--- src/rtl/rx_frame_ctrl_if.sv ---
// rx_frame_ctrl_if: byte-stream, frame-handshake and status bundle for rx_frame_ctrl.
//   byte_i/byte_vld_i      received byte and its one-cycle strobe
//   ack_i/frame_vld_o      frame handshake, cmd_o/len_o describe the held frame
//   rd_addr_i/rd_data_o    combinational payload read port
//   busy_o, err_o, err_code_o  reception status and error reporting
interface rx_frame_ctrl_if;
    logic [7:0] byte_i;
    logic       byte_vld_i;
    logic       ack_i;
    logic       frame_vld_o;
    logic [7:0] cmd_o;
    logic [3:0] len_o;
    logic [3:0] rd_addr_i;
    logic [7:0] rd_data_o;
    logic       busy_o;
    logic       err_o;
    logic [1:0] err_code_o;
    modport master (
        output byte_i, byte_vld_i, ack_i, rd_addr_i,
        input  frame_vld_o, cmd_o, len_o, rd_data_o, busy_o, err_o, err_code_o
    );
    modport slave (
        input  byte_i, byte_vld_i, ack_i, rd_addr_i,
        output frame_vld_o, cmd_o, len_o, rd_data_o, busy_o, err_o, err_code_o
    );
endinterface

--- src/rtl/rx_frame_ctrl.sv ---
// rx_frame_ctrl: parses SYNC/CMD/LEN/payload/CHK frames from a byte receiver with inter-byte timeout.
//   clk_i, rst_i   clock, asynchronous active-high reset
//   bus (slave)    byte input, validated-frame handshake, payload read port, busy/error status
module rx_frame_ctrl #(
    parameter int unsigned MAX_LEN     = 8,
    parameter logic [7:0]  SYNC        = 8'hAA,
    parameter int unsigned TIMEOUT_CYC = 50000
) (
    input logic           clk_i,
    input logic           rst_i,
    rx_frame_ctrl_if.slave bus
);
    localparam int AW = (MAX_LEN > 1) ? $clog2(MAX_LEN) : 1;
    localparam int TW = $clog2(TIMEOUT_CYC);

    localparam logic [2:0] S_IDLE = 3'd0;
    localparam logic [2:0] S_CMD  = 3'd1;
    localparam logic [2:0] S_LEN  = 3'd2;
    localparam logic [2:0] S_PAY  = 3'd3;
    localparam logic [2:0] S_CHK  = 3'd4;
    localparam logic [2:0] S_DONE = 3'd5;

    logic [2:0]    state_q;
    logic [7:0]    cmd_sh_q, cmd_q, chk_q;
    logic [3:0]    len_sh_q, len_q, idx_q;
    logic [TW-1:0] tmo_q;
    logic          frame_vld_q, err_q;
    logic [1:0]    err_code_q;
    logic [7:0]    buf_q [0:(1<<AW)-1];
    logic          busy, vld;

    assign vld  = bus.byte_vld_i;
    assign busy = (state_q == S_CMD) || (state_q == S_LEN) || (state_q == S_PAY) || (state_q == S_CHK);

    always_ff @(posedge clk_i or posedge rst_i) begin
        if (rst_i) begin
            state_q     <= S_IDLE;
            cmd_sh_q    <= 8'h00;
            cmd_q       <= 8'h00;
            chk_q       <= 8'h00;
            len_sh_q    <= 4'd0;
            len_q       <= 4'd0;
            idx_q       <= 4'd0;
            tmo_q       <= '0;
            frame_vld_q <= 1'b0;
            err_q       <= 1'b0;
            err_code_q  <= 2'b00;
        end else begin
            err_q <= 1'b0;
            // Any accepted byte below overrides this and restarts the inter-byte window.
            tmo_q <= busy ? tmo_q + TW'(1) : '0;
            case (state_q)
                S_IDLE: if (vld && bus.byte_i == SYNC) state_q <= S_CMD;
                S_CMD: if (vld) begin
                    tmo_q    <= '0;
                    cmd_sh_q <= bus.byte_i;
                    chk_q    <= bus.byte_i;
                    state_q  <= S_LEN;
                end
                S_LEN: if (vld) begin
                    tmo_q <= '0;
                    if (bus.byte_i > 8'(MAX_LEN)) begin
                        err_q      <= 1'b1;
                        err_code_q <= 2'b01;
                        state_q    <= S_IDLE;
                    end else begin
                        len_sh_q <= bus.byte_i[3:0];
                        chk_q    <= chk_q ^ bus.byte_i;
                        idx_q    <= 4'd0;
                        state_q  <= (bus.byte_i == 8'h00) ? S_CHK : S_PAY;
                    end
                end
                S_PAY: if (vld) begin
                    tmo_q <= '0;
                    idx_q <= idx_q + 4'd1;
                    chk_q <= chk_q ^ bus.byte_i;
                    if (idx_q == len_sh_q - 4'd1) state_q <= S_CHK;
                end
                S_CHK: if (vld) begin
                    tmo_q <= '0;
                    if (bus.byte_i == chk_q) begin
                        cmd_q       <= cmd_sh_q;
                        len_q       <= len_sh_q;
                        frame_vld_q <= 1'b1;
                        state_q     <= S_DONE;
                    end else begin
                        err_q      <= 1'b1;
                        err_code_q <= 2'b10;
                        state_q    <= S_IDLE;
                    end
                end
                S_DONE: begin
                    // Bytes arriving while a frame is held are lost, even alongside the ack.
                    if (vld) begin
                        err_q      <= 1'b1;
                        err_code_q <= 2'b00;
                    end
                    if (bus.ack_i) begin
                        frame_vld_q <= 1'b0;
                        state_q     <= S_IDLE;
                    end
                end
                default: state_q <= S_IDLE;
            endcase
            // A byte arriving on the terminal count is processed above instead of timing out.
            if (busy && !vld && tmo_q == TW'(TIMEOUT_CYC - 1)) begin
                err_q      <= 1'b1;
                err_code_q <= 2'b11;
                state_q    <= S_IDLE;
            end
        end
    end

    // Payload store has no reset; reads are masked by len_o instead.
    always_ff @(posedge clk_i) begin
        if (state_q == S_PAY && vld) buf_q[idx_q[AW-1:0]] <= bus.byte_i;
    end

    assign bus.rd_data_o   = (bus.rd_addr_i < len_q) ? buf_q[bus.rd_addr_i[AW-1:0]] : 8'h00;
    assign bus.frame_vld_o = frame_vld_q;
    assign bus.cmd_o       = cmd_q;
    assign bus.len_o       = len_q;
    assign bus.busy_o      = busy;
    assign bus.err_o       = err_q;
    assign bus.err_code_o  = err_code_q;
endmodule

--- src/flat_wrapper.sv ---
// flat-port wrapper written by rule: the top's interface ports become plain ports
module rx_frame_ctrl_flat 
#(
    parameter int unsigned MAX_LEN     = 8,
    parameter logic [7:0]  SYNC        = 8'hAA,
    parameter int unsigned TIMEOUT_CYC = 50000
)
  (clk_i, rst_i, bus_byte_i, bus_byte_vld_i, bus_ack_i, bus_rd_addr_i, bus_frame_vld_o, bus_cmd_o, bus_len_o, bus_rd_data_o, bus_busy_o, bus_err_o, bus_err_code_o);
  rx_frame_ctrl_if bus_i ();
  input logic clk_i;
  input logic rst_i;
  input wire logic [$bits(bus_i.byte_i)-1:0] bus_byte_i;
  input wire logic [$bits(bus_i.byte_vld_i)-1:0] bus_byte_vld_i;
  input wire logic [$bits(bus_i.ack_i)-1:0] bus_ack_i;
  input wire logic [$bits(bus_i.rd_addr_i)-1:0] bus_rd_addr_i;
  output wire logic [$bits(bus_i.frame_vld_o)-1:0] bus_frame_vld_o;
  output wire logic [$bits(bus_i.cmd_o)-1:0] bus_cmd_o;
  output wire logic [$bits(bus_i.len_o)-1:0] bus_len_o;
  output wire logic [$bits(bus_i.rd_data_o)-1:0] bus_rd_data_o;
  output wire logic [$bits(bus_i.busy_o)-1:0] bus_busy_o;
  output wire logic [$bits(bus_i.err_o)-1:0] bus_err_o;
  output wire logic [$bits(bus_i.err_code_o)-1:0] bus_err_code_o;
  assign bus_i.byte_i = bus_byte_i;
  assign bus_i.byte_vld_i = bus_byte_vld_i;
  assign bus_i.ack_i = bus_ack_i;
  assign bus_i.rd_addr_i = bus_rd_addr_i;
  assign bus_frame_vld_o = bus_i.frame_vld_o;
  assign bus_cmd_o = bus_i.cmd_o;
  assign bus_len_o = bus_i.len_o;
  assign bus_rd_data_o = bus_i.rd_data_o;
  assign bus_busy_o = bus_i.busy_o;
  assign bus_err_o = bus_i.err_o;
  assign bus_err_code_o = bus_i.err_code_o;
  rx_frame_ctrl #(.MAX_LEN(MAX_LEN), .SYNC(SYNC), .TIMEOUT_CYC(TIMEOUT_CYC)) u_core (.clk_i(clk_i), .rst_i(rst_i), .bus(bus_i));
endmodule
--- config.mk ---
export PLATFORM = sky130hd
export DESIGN_NAME = rx_frame_ctrl_flat
export DESIGN_NICKNAME = d
export VERILOG_FILES = /design/src/rtl/rx_frame_ctrl_if.sv /design/src/rtl/rx_frame_ctrl.sv /design/src/flat_wrapper.sv
export SDC_FILE = /design/constraint.sdc
export NUM_CORES = 1
export LEC_CHECK = 0
export CORE_UTILIZATION = 45
export CTS_CLUSTER_DIAMETER = 80
export DETAILED_ROUTE_END_ITERATION = 8
export PLACE_DENSITY = 0.64
export SYNTH_ARGS = -nofsm -noshare
export SYNTH_HDL_FRONTEND = slang
export SYNTH_SLANG_ARGS = --single-unit
--- constraint.sdc ---
create_clock -name clk_i -period 6.3 [get_ports clk_i]
set_clock_uncertainty 0.2 [all_clocks]
set_input_delay 1.26 -clock clk_i [delete_from_list [all_inputs] [get_ports clk_i]]
set_output_delay 1.26 -clock clk_i [all_outputs]
set_load 0.01 [all_outputs]
; After elaboration in Yosys (flattened, before gate mapping)
; Memories as Yosys holds them, arrays and structs flattened.
; Index checks and enable logic that the tools add are counted.
[totals]
out_inout_bits = 25
mem_bits_rw = 64
input_bits = 16
mem_count = 1
register_bits = 59
[mem_list]
columns = memory, depth, word_bits, read_ports, rd_clocked_by_memory_dff, wr, line
row1 = u_core.buf_q, 8, 8, 1, 0, 1, rx_frame_ctrl.sv:29  ; logic [7:0] buf_q [0:(1<<AW)-1];
[classes]
n_eq_ne = 26
add_sub_neg = 3
n_bitwise = 2
n_lt_le_gt_ge = 2
reduce_logical = 23
mux = 45
[ops]
columns = cell, count
row1 = 16-bit two-way mux, 3
row2 = 8-bit two-way mux, 5
row3 = 3-bit two-way mux, 11
row4 = 8-bit one-hot mux with 3 select lines, 1
row5 = "3-bit != test, second input constant", 7
row6 = 3-bit one-hot mux with 6 select lines, 1
row7 = "16-bit by 1-bit adder with 16-bit output, second input constant", 1
row8 = "16-bit equality test, second input constant", 1
row9 = "2-bit != test, second input constant", 7
row10 = 2-bit two-way mux, 6
row11 = 4-bit two-way mux, 3
row12 = 1-bit two-way mux, 11
row13 = 8-bit equality test, 1
row14 = "8-bit equality test, second input constant", 1
row15 = "8-bit by 4-bit > comparator with 1-bit output, second input constant", 1
row16 = 8-bit logical NOT, 1
row17 = 4-bit one-hot mux with 2 select lines, 1
row18 = 4-bit AND reduction, 2
row19 = 8-bit XOR, 1
row20 = 7-bit AND reduction, 1
row21 = "3-bit by 2-bit equality test with 1-bit output, second input constant", 2
row22 = "3-bit equality test, second input constant", 2
row23 = "3-bit by 2-bit != test with 1-bit output, second input constant", 2
row24 = 2-bit one-hot mux with 3 select lines, 1
row25 = 21 further kinds, 28

; Longest topological paths before layout
; Gate-level depths: netlist of run 1.
[depth]
ltp_word = 8
depth_mapped = 7

; Worst setup path before layout of run 1
; OpenSTA, ideal clock, no wires.
[synth_path]
path_kind = input -> output
startpoint = input bus_rd_addr_i[0]
endpoint = output bus_rd_data_o[5]
setup_slack_ps = 2320
path_buffers = 2
path_stages = 5
arrival_time_ps = 2520
required_ps = 4840
path_cell_list = buf_2 buf_2 mux4_2 mux2i_1 nor2_1
[synth_via]
elab_chain_cells = 2
word_cells_on_any_way = 3
cone_classes = order compare: 1 / mux: 1 / memory: 1
[synth_rtl]
columns = item, line
row1 = from (decl), flat_wrapper.sv:15  ; input wire logic [$bits(bus_i.rd_addr_i)-1:0] bus_rd_addr_i;
row2 = memory read 8 x 8 bit or 4-bit < comparator (tied branches), --
row3 = 8-bit two-way mux *, rx_frame_ctrl.sv:119  ; assign bus.rd_data_o = (bus.rd_addr_i < len_q) ? buf_q[bus.rd_addr_i[AW-1:0]] : 8'h00;
row4 = to (decl), flat_wrapper.sv:19  ; output wire logic [$bits(bus_i.rd_data_o)-1:0] bus_rd_data_o;
; Mark *: on every way between the ends. The rest lies on a longest branch, timed or not.

; Worst setup path in the final report of run 1
[layout_path]
startpoint = input bus_rd_addr_i[2]
endpoint = output bus_rd_data_o[5]
; The elaborated chain is that of the path after synthesis.

==> impl_metrics.env, run 1 <==
export IMPL_fp_dieArea_um2=12640
export IMPL_period_minus_slack_ns=5.060
export IMPL_leakage_uw=0.002507
export IMPL_viasPerCell=5.599
export IMPL_rsz0062_at_grt="false"
export IMPL_n_antenna_cell=0
export IMPL_ys_seq_area_share_pct=61.91
export IMPL_fp_dieH_um=112.4
export IMPL_cts_tree="yes"
export IMPL_combPwrFrac_pct=17.8
export IMPL_ff2ff_setup_slack_ns=3.64
export IMPL_ys_async_sr_fraction_pct=47.97
export IMPL_cp_start_kind="input port"
export IMPL_hold_end="u_core.tmo_q[0]"
export IMPL_final_common_cell="edfxtp_1"
export IMPL_cp_max_fo=9
export IMPL_finalHoldViolations=0
export IMPL_vias=3376
export IMPL_routabilityCongestion=0.7818
export IMPL_hold_class="flip-flop to flip-flop"
export IMPL_crit_start="bus_rd_addr_i[2]"
export IMPL_fillerInstances=963
export IMPL_drive_gt1_share_pct=16.74
export IMPL_synth_seq_cells=123
export IMPL_cp_end_kind="output pin"
export IMPL_gr_total_overflow=0
export IMPL_max_freq_mhz=197.6
export IMPL_syn_inst=399
export IMPL_boundaryPins=41
export IMPL_maxCapViolCount=0
export IMPL_synth_cell_area_um2=5489
export IMPL_reg2regPathDepth=5
export IMPL_cts_buffers=17
export IMPL_min_path_cells=1
export IMPL_firstDrtPassIters=5
export IMPL_postCtsHoldBufs=0
export IMPL_core_area_um2=11660
export IMPL_powerDensity_nw_per_um2=369.4
export IMPL_cts_root_buf="clkbuf_16"
export IMPL_portBuffers=40
export IMPL_multiInputGateArea_um2=1956
export IMPL_crit_type="input port to output pin"
export IMPL_die_width_um=112.4
export IMPL_reg2reg_from="u_core.state_q[2]"
export IMPL_ant_nets=0
export IMPL_ys_types=47
export IMPL_initial_utilization_pct=47.07
export IMPL_max_stage_delay_ns=0.85
export IMPL_switchingPower_uw=651.0
export IMPL_final_cell_mix="edfxtp_1 (64), dfrtp_1 (59), nor2_1 (46)"
export IMPL_htreeDepth=4
export IMPL_drc=0
export IMPL_grt_usage_pct=19.02
export IMPL_drt_iter0_markers=247
export IMPL_seqPwrFrac_pct=43.1
export IMPL_worst_path_max_delay_cell="clkdlybuf4s50_1"
export IMPL_min_period_over_period_pct=80.32
export IMPL_cts_sinks=123
export IMPL_routed_wl_um=10960
export IMPL_dp_hpwl_um=7031
export IMPL_wl_per_cell_um=18.18
export IMPL_areaGrowthSynthToFinish_pct=20.40
export IMPL_place_area_um2=6023
export IMPL_peakVddDrop_v=0.0002693
export IMPL_synth_nets=421
export IMPL_report_final_slew_viol_count=0
export IMPL_fin_nets=469
export IMPL_antenna_found_initial=0
export IMPL_tns_ns=0
export IMPL_clk_latency_ns=0.41
export IMPL_swShare_pct=26.67
export IMPL_tightest_slew_ns=0.9431
export IMPL_r2r_end="u_core.bus.cmd_o[3]"
export IMPL_arrival_ns=3.60
export IMPL_required_ns=4.84
export IMPL_finalInstanceArea_um2=6609
export IMPL_ctsResizeCount=0
export IMPL_hold_start="u_core.tmo_q[0]"
export IMPL_postCtsSetupRepairBufs=0
export IMPL_avgSynthCellArea_um2=13.76
export IMPL_setup_viol_count_final=0
export IMPL_clockPowerShare_pct=39.1
export IMPL_grt_pass1_vias=3424
export IMPL_seq_area_um2=3398
export IMPL_status="completed"
export IMPL_rows=39
export IMPL_grt_max_degree=60
export IMPL_maxSlewHeadroom_pct=36.90
export IMPL_p_int_uw=1790
export IMPL_grt_pass1_wl_um=17760
export IMPL_synth_edff_count=64
export IMPL_clk_pin_slew_ns=0.05
export IMPL_crit_chain="clkdlybuf4s50_1 -> ha_1 -> a21o_1 -> a21o_1 -> nor2_1 -> clkdlybuf4s50_1"
export IMPL_clock_path_buffers=2
export IMPL_synth_top_flop_cell="edfxtp_1"
export IMPL_synth_warning_count=0
-- synth_stat cells, types with 4 or more instances --
library cell | number | area share, %
nand4_1 | 5 | 0.57
mux2_2 | 23 | 4.7
edfxtp_1 | 64 | 35
nand2b_1 | 9 | 1.0
o21ai_0 | 6 | 0.55
nor2_1 | 46 | 3.1
a311oi_1 | 8 | 1.3
nand3_1 | 9 | 0.82
xnor2_1 | 23 | 3.7
a21oi_1 | 10 | 0.91
ha_1 | 6 | 1.4
nand2_1 | 15 | 1.0
mux2i_1 | 10 | 1.8
xor2_1 | 6 | 0.96
buf_2 | 8 | 0.73
mux4_2 | 16 | 6.6
a31oi_1 | 4 | 0.46
clkbuf_1 | 4 | 0.27
inv_1 | 12 | 0.82
or3_1 | 4 | 0.46
nor3_1 | 10 | 0.91
dfrtp_1 | 59 | 27
and3_1 | 5 | 0.57
-- through the flow --
| stage | util (%) | total power [uW] | setup WS (ns) | hold slack [ns] | instances |
|---|---|---|---|---|---|
| after detailed placement | 51.65 | 1499 | 1.214 | 0.2753 | 571 |
| after global routing | 56.67 | 2547 | 1.090 | 0.3113 | 603 |
| final | 56.67 | 2441 | 1.240 | 0.2890 | 603 |
| after global placement | 51.65 | 1486 | 1.276 | 0.2722 | 571 |
| after CTS | 56.67 | 2452 | 1.216 | 0.2860 | 603 |
| after floorplan | - | 1361 | 2.320 | 0.2474 | 399 |
-- critical path, delay by kind of cell --
family	cells	cell delay (ns)
buffers and inverters	2	1.39
and+or+nand+nor	1	0.15
adders and majority gates	1	0.35
AOI/OAI and AO/OA	2	0.44
-- layout make-up --
| class | instances | share of cell area [%] |
|---|---|---|
| clock inverter | 7 | 1.344 |
| timing repair buffer | 46 | 6.740 |
| sequential | 123 | 51.42 |
| tap | 143 | 2.707 |
| inverter | 12 | 0.6816 |
| clock buffer | 25 | 7.516 |
| multi-input combinational | 247 | 29.59 |
-- power groups by stage --
stage	registers [uW]	logic, uW	clock network (uW)
3_3_place_gp	1060	427	0
4_1_cts	1050	440	963
6_report	1050	434	955
5_1_grt	1070	482	999
3_5_place_dp	1060	436	0
2_1_floorplan	1020	338	0
-- flip-flops by register name, indices dropped and copies added, names as in the netlist --
name	count
u_core.buf_q	64
u_core.tmo_q	16
u_core.bus.cmd_o	8
u_core.chk_q	8
u_core.cmd_sh_q	8
u_core.bus.len_o	4
u_core.idx_q	4
u_core.len_sh_q	4
u_core.state_q	3
u_core.bus.err_code_o	2
u_core.bus.err_o	1
u_core.bus.frame_vld_o	1
-- metal layers --
| metal | routed length [um] | GRT usage (%) | share of wire [%] | vias to the layer above |
|---|---|---|---|---|
| met1 | 4964 | 24.84 | 45 | 1720 |
| met5 | 0 | 0 | 0 | - |
| met2 | 5432 | 30.31 | 50 | 77 |
| li1 | - | - | - | 1568 |
| met4 | 91 | 5.689 | 0.83 | 0 |
| met3 | 474 | 6.371 | 4.3 | 11 |
-- how the worst max path moves through the flow --
| stage | to | cells past startpoint | slack, ns |
|---|---|---|---|
| 4_1_cts | bus_rd_data_o[5] | 6 | 1.22 |
| 3_3_place_gp | bus_rd_data_o[7] | 6 | 1.28 |
| 6_report | bus_rd_data_o[5] | 6 | 1.24 |
| 3_5_place_dp | bus_rd_data_o[5] | 6 | 1.21 |
| 5_1_grt | bus_rd_data_o[5] | 6 | 1.09 |
| 2_1_floorplan | bus_rd_data_o[5] | 5 | 2.32 |
-- logic make-up (layout without fill, tap and decap cells) --
kind of cell / after synthesis / in the layout / share of synthesized area [%]
AO/OA/AOI/OAI: 38 / 38 / 4.673
XOR/XNOR: 29 / 29 / 4.627
adder cells (fa/ha/maj): 6 / 6 / 1.368
buffers and inverters: 29 / 90 / 2.462
flip-flops: 123 / 123 / 61.91
multiplexers: 49 / 49 / 13.11
AND/OR/NAND/NOR: 125 / 125 / 11.85
Note: power is estimated with default switching activity, not from simulation.
==> run 2: changes to the inputs <==
--- a/config.mk
+++ b/config.mk
@@ -8,7 +8,7 @@
 export CORE_UTILIZATION = 45
 export CTS_CLUSTER_DIAMETER = 80
 export DETAILED_ROUTE_END_ITERATION = 8
-export PLACE_DENSITY = 0.64
+export PLACE_DENSITY = 0.66
 export SYNTH_ARGS = -nofsm -noshare
 export SYNTH_HDL_FRONTEND = slang
 export SYNTH_SLANG_ARGS = --single-unit
==> constraint.sdc (replaced) <==
create_clock -name clk_i -period 4.4 [get_ports clk_i]
set_clock_uncertainty 0.2 [all_clocks]
set_input_delay 0.88 -clock clk_i [delete_from_list [all_inputs] [get_ports clk_i]]
set_output_delay 0.88 -clock clk_i [all_outputs]
set_load 0.01 [all_outputs]
==> run 2 against run 1 <==
Net effect:
- total power increased by 44%
- critical endpoint is now bus_rd_data_o[3]
- hold slack got worse by 0.0078 ns
- setup slack got worse by 0.81 ns
- wire length increased by 1.2%
- die area unchanged
- clock-buffer cell count decreased by 2
- via count increased by 0.44%
- register-to-register slack got worse by 1.8 ns
- first-iteration DRC count increased by 4.0%
==> impl_metrics.env, run 2 (synthesis results as in run 1) <==
export IMPL_status="completed"
export IMPL_postCtsSetupRepairBufs=0
export IMPL_cts_tree="yes"
export IMPL_report_final_slew_viol_count=0
export IMPL_portBuffers=40
export IMPL_maxCapViolCount=0
export IMPL_grt_usage_pct=19.18
export IMPL_boundaryPins=41
export IMPL_fin_util_pct=57.31
export IMPL_firstDrtPassIters=4
export IMPL_min_path_cells=1
export IMPL_ant_nets=0
export IMPL_arrival_ns=2.89
export IMPL_hold_class="flip-flop to flip-flop"
export IMPL_maxSlewHeadroom_pct=46.17
export IMPL_clock_path_buffers=2
export IMPL_vias=3391
export IMPL_gr_total_overflow=0
export IMPL_routabilityCongestion=0.8522
export IMPL_grt_max_degree=41
export IMPL_peakVddDrop_v=0.0002732
export IMPL_ctsResizeCount=0
export IMPL_antenna_found_initial=0
export IMPL_finalHoldViolations=0
export IMPL_clk_pin_slew_ns=0.05
export IMPL_cp_end_kind="output pin"
export IMPL_leakage_uw=0.002555
export IMPL_crit_type="input port to output pin"
export IMPL_tightest_slew_ns=0.8045
export IMPL_cp_max_fo=8
export IMPL_fin_nets=477
export IMPL_die_width_um=112.4
export IMPL_grt_pass1_vias=3522
export IMPL_cts_sinks=123
export IMPL_clk_latency_ns=0.40
export IMPL_viasPerCell=5.550
export IMPL_tns_ns=0
export IMPL_drt_iter0_markers=257
export IMPL_required_ns=3.32
export IMPL_reg2regPathDepth=5
export IMPL_hold_start="u_core.tmo_q[0]"
export IMPL_postCtsHoldBufs=0
export IMPL_drc=0
export IMPL_grt_pass1_wl_um=18390
export IMPL_max_freq_mhz=251.6
export IMPL_core_area_um2=11660
export IMPL_rows=39
export IMPL_hold_end="u_core.tmo_q[0]"
export IMPL_min_period_over_period_pct=90.34
export IMPL_multiInputGateArea_um2=1956
export IMPL_cp_start_kind="input port"
export IMPL_htreeDepth=4
export IMPL_dp_hpwl_um=7508
export IMPL_initial_utilization_pct=47.07
export IMPL_setup_viol_count_final=0
export IMPL_drive_gt1_share_pct=18.80
export IMPL_rsz0062_at_grt="false"
export IMPL_n_antenna_cell=0
export IMPL_areaGrowthSynthToFinish_pct=21.77
export IMPL_fp_dieH_um=112.4
export IMPL_reg2reg_from="u_core.state_q[2]"
export IMPL_r2r_end="u_core.bus.cmd_o[4]"
export IMPL_final_common_cell="edfxtp_1"
export IMPL_ff2ff_setup_slack_ns=1.81
export IMPL_final_cell_mix="edfxtp_1 (64), dfrtp_1 (59), nor2_1 (46)"
export IMPL_cts_root_buf="clkbuf_16"
export IMPL_period_minus_slack_ns=3.975
export IMPL_powerDensity_nw_per_um2=527.3
export IMPL_seq_area_um2=3398
export IMPL_fp_dieArea_um2=12640
export IMPL_cts_buffers=17
export IMPL_wl_per_cell_um=18.15
export IMPL_routed_wl_um=11090
export IMPL_fillerInstances=931
export IMPL_largest_reg_flops=64
==> run 2: changes by cell type in the layout (fill, tap and decap cells not counted), moves of 2 or more <==
cell,change
buf_4,+8
inv_4,+2
clkbuf_1,-3
clkbuf_16,+2
==> run 2: how the worst max path moves through the flow <==
stage | endpoint | start | cells past startpoint
CTS | bus_rd_data_o[3] | bus_rd_addr_i[1] | 7
global route | bus_rd_data_o[3] | bus_rd_addr_i[0] | 6
detailed placement | bus_rd_data_o[3] | bus_rd_addr_i[1] | 7
global placement | bus_rd_data_o[5] | bus_rd_addr_i[1] | 7
finish | bus_rd_data_o[3] | bus_rd_addr_i[1] | 7
floorplan | bus_rd_data_o[5] | bus_rd_addr_i[0] | 5
==> run 2: cell type report <==
class / instances / share of cell area [%]
inverters: 12 / 0.6739
well taps: 143 / 2.677
clock inverters: 9 / 1.179
flip-flops and latches: 123 / 50.84
clock buffers: 23 / 7.806
repair buffers: 54 / 7.563
multi-input cells: 247 / 29.26
==> run 2: routing by layer <==
metal  up-vias  part of all wire, %  global-route usage (%)
met1      1705                   46                   26.11
met2        84                   49                   31.47
met5         -                    0                       0
met3         5                  4.5                   3.942
li1       1597                    -                       -
met4         0                 0.57                   5.333
==> run 2: stage by stage <==
stage | cells | total power [uW] | setup WS [ns] | area, um2 | hold slack (ns)
CTS | 611 | 3553 | 0.4053 | 6684 | 0.2832
global placement | 579 | 2138 | 0.4369 | 6083 | 0.2714
finish | 611 | 3524 | 0.4252 | 6684 | 0.2812
floorplan | 399 | 1948 | 1.180 | 5489 | 0.2474
detailed placement | 579 | 2159 | 0.4086 | 6083 | 0.2756
global route | 611 | 3695 | 0.3282 | 6684 | 0.3017
==> run 2: where the power goes <==
group / switching [uW] / internal (uW)
registers: 151 / 1350
logic: 312 / 326
clock network: 489 / 892
total: 953 / 2570
==> run 2: critical path, cell delays in order <==
cell             delay (ns)
clkdlybuf4s50_1        0.49
ha_1                   0.24
a21o_1                 0.16
a21o_1                 0.17
a21o_1                 0.28
nor2_1                 0.15
clkdlybuf4s50_1        0.54
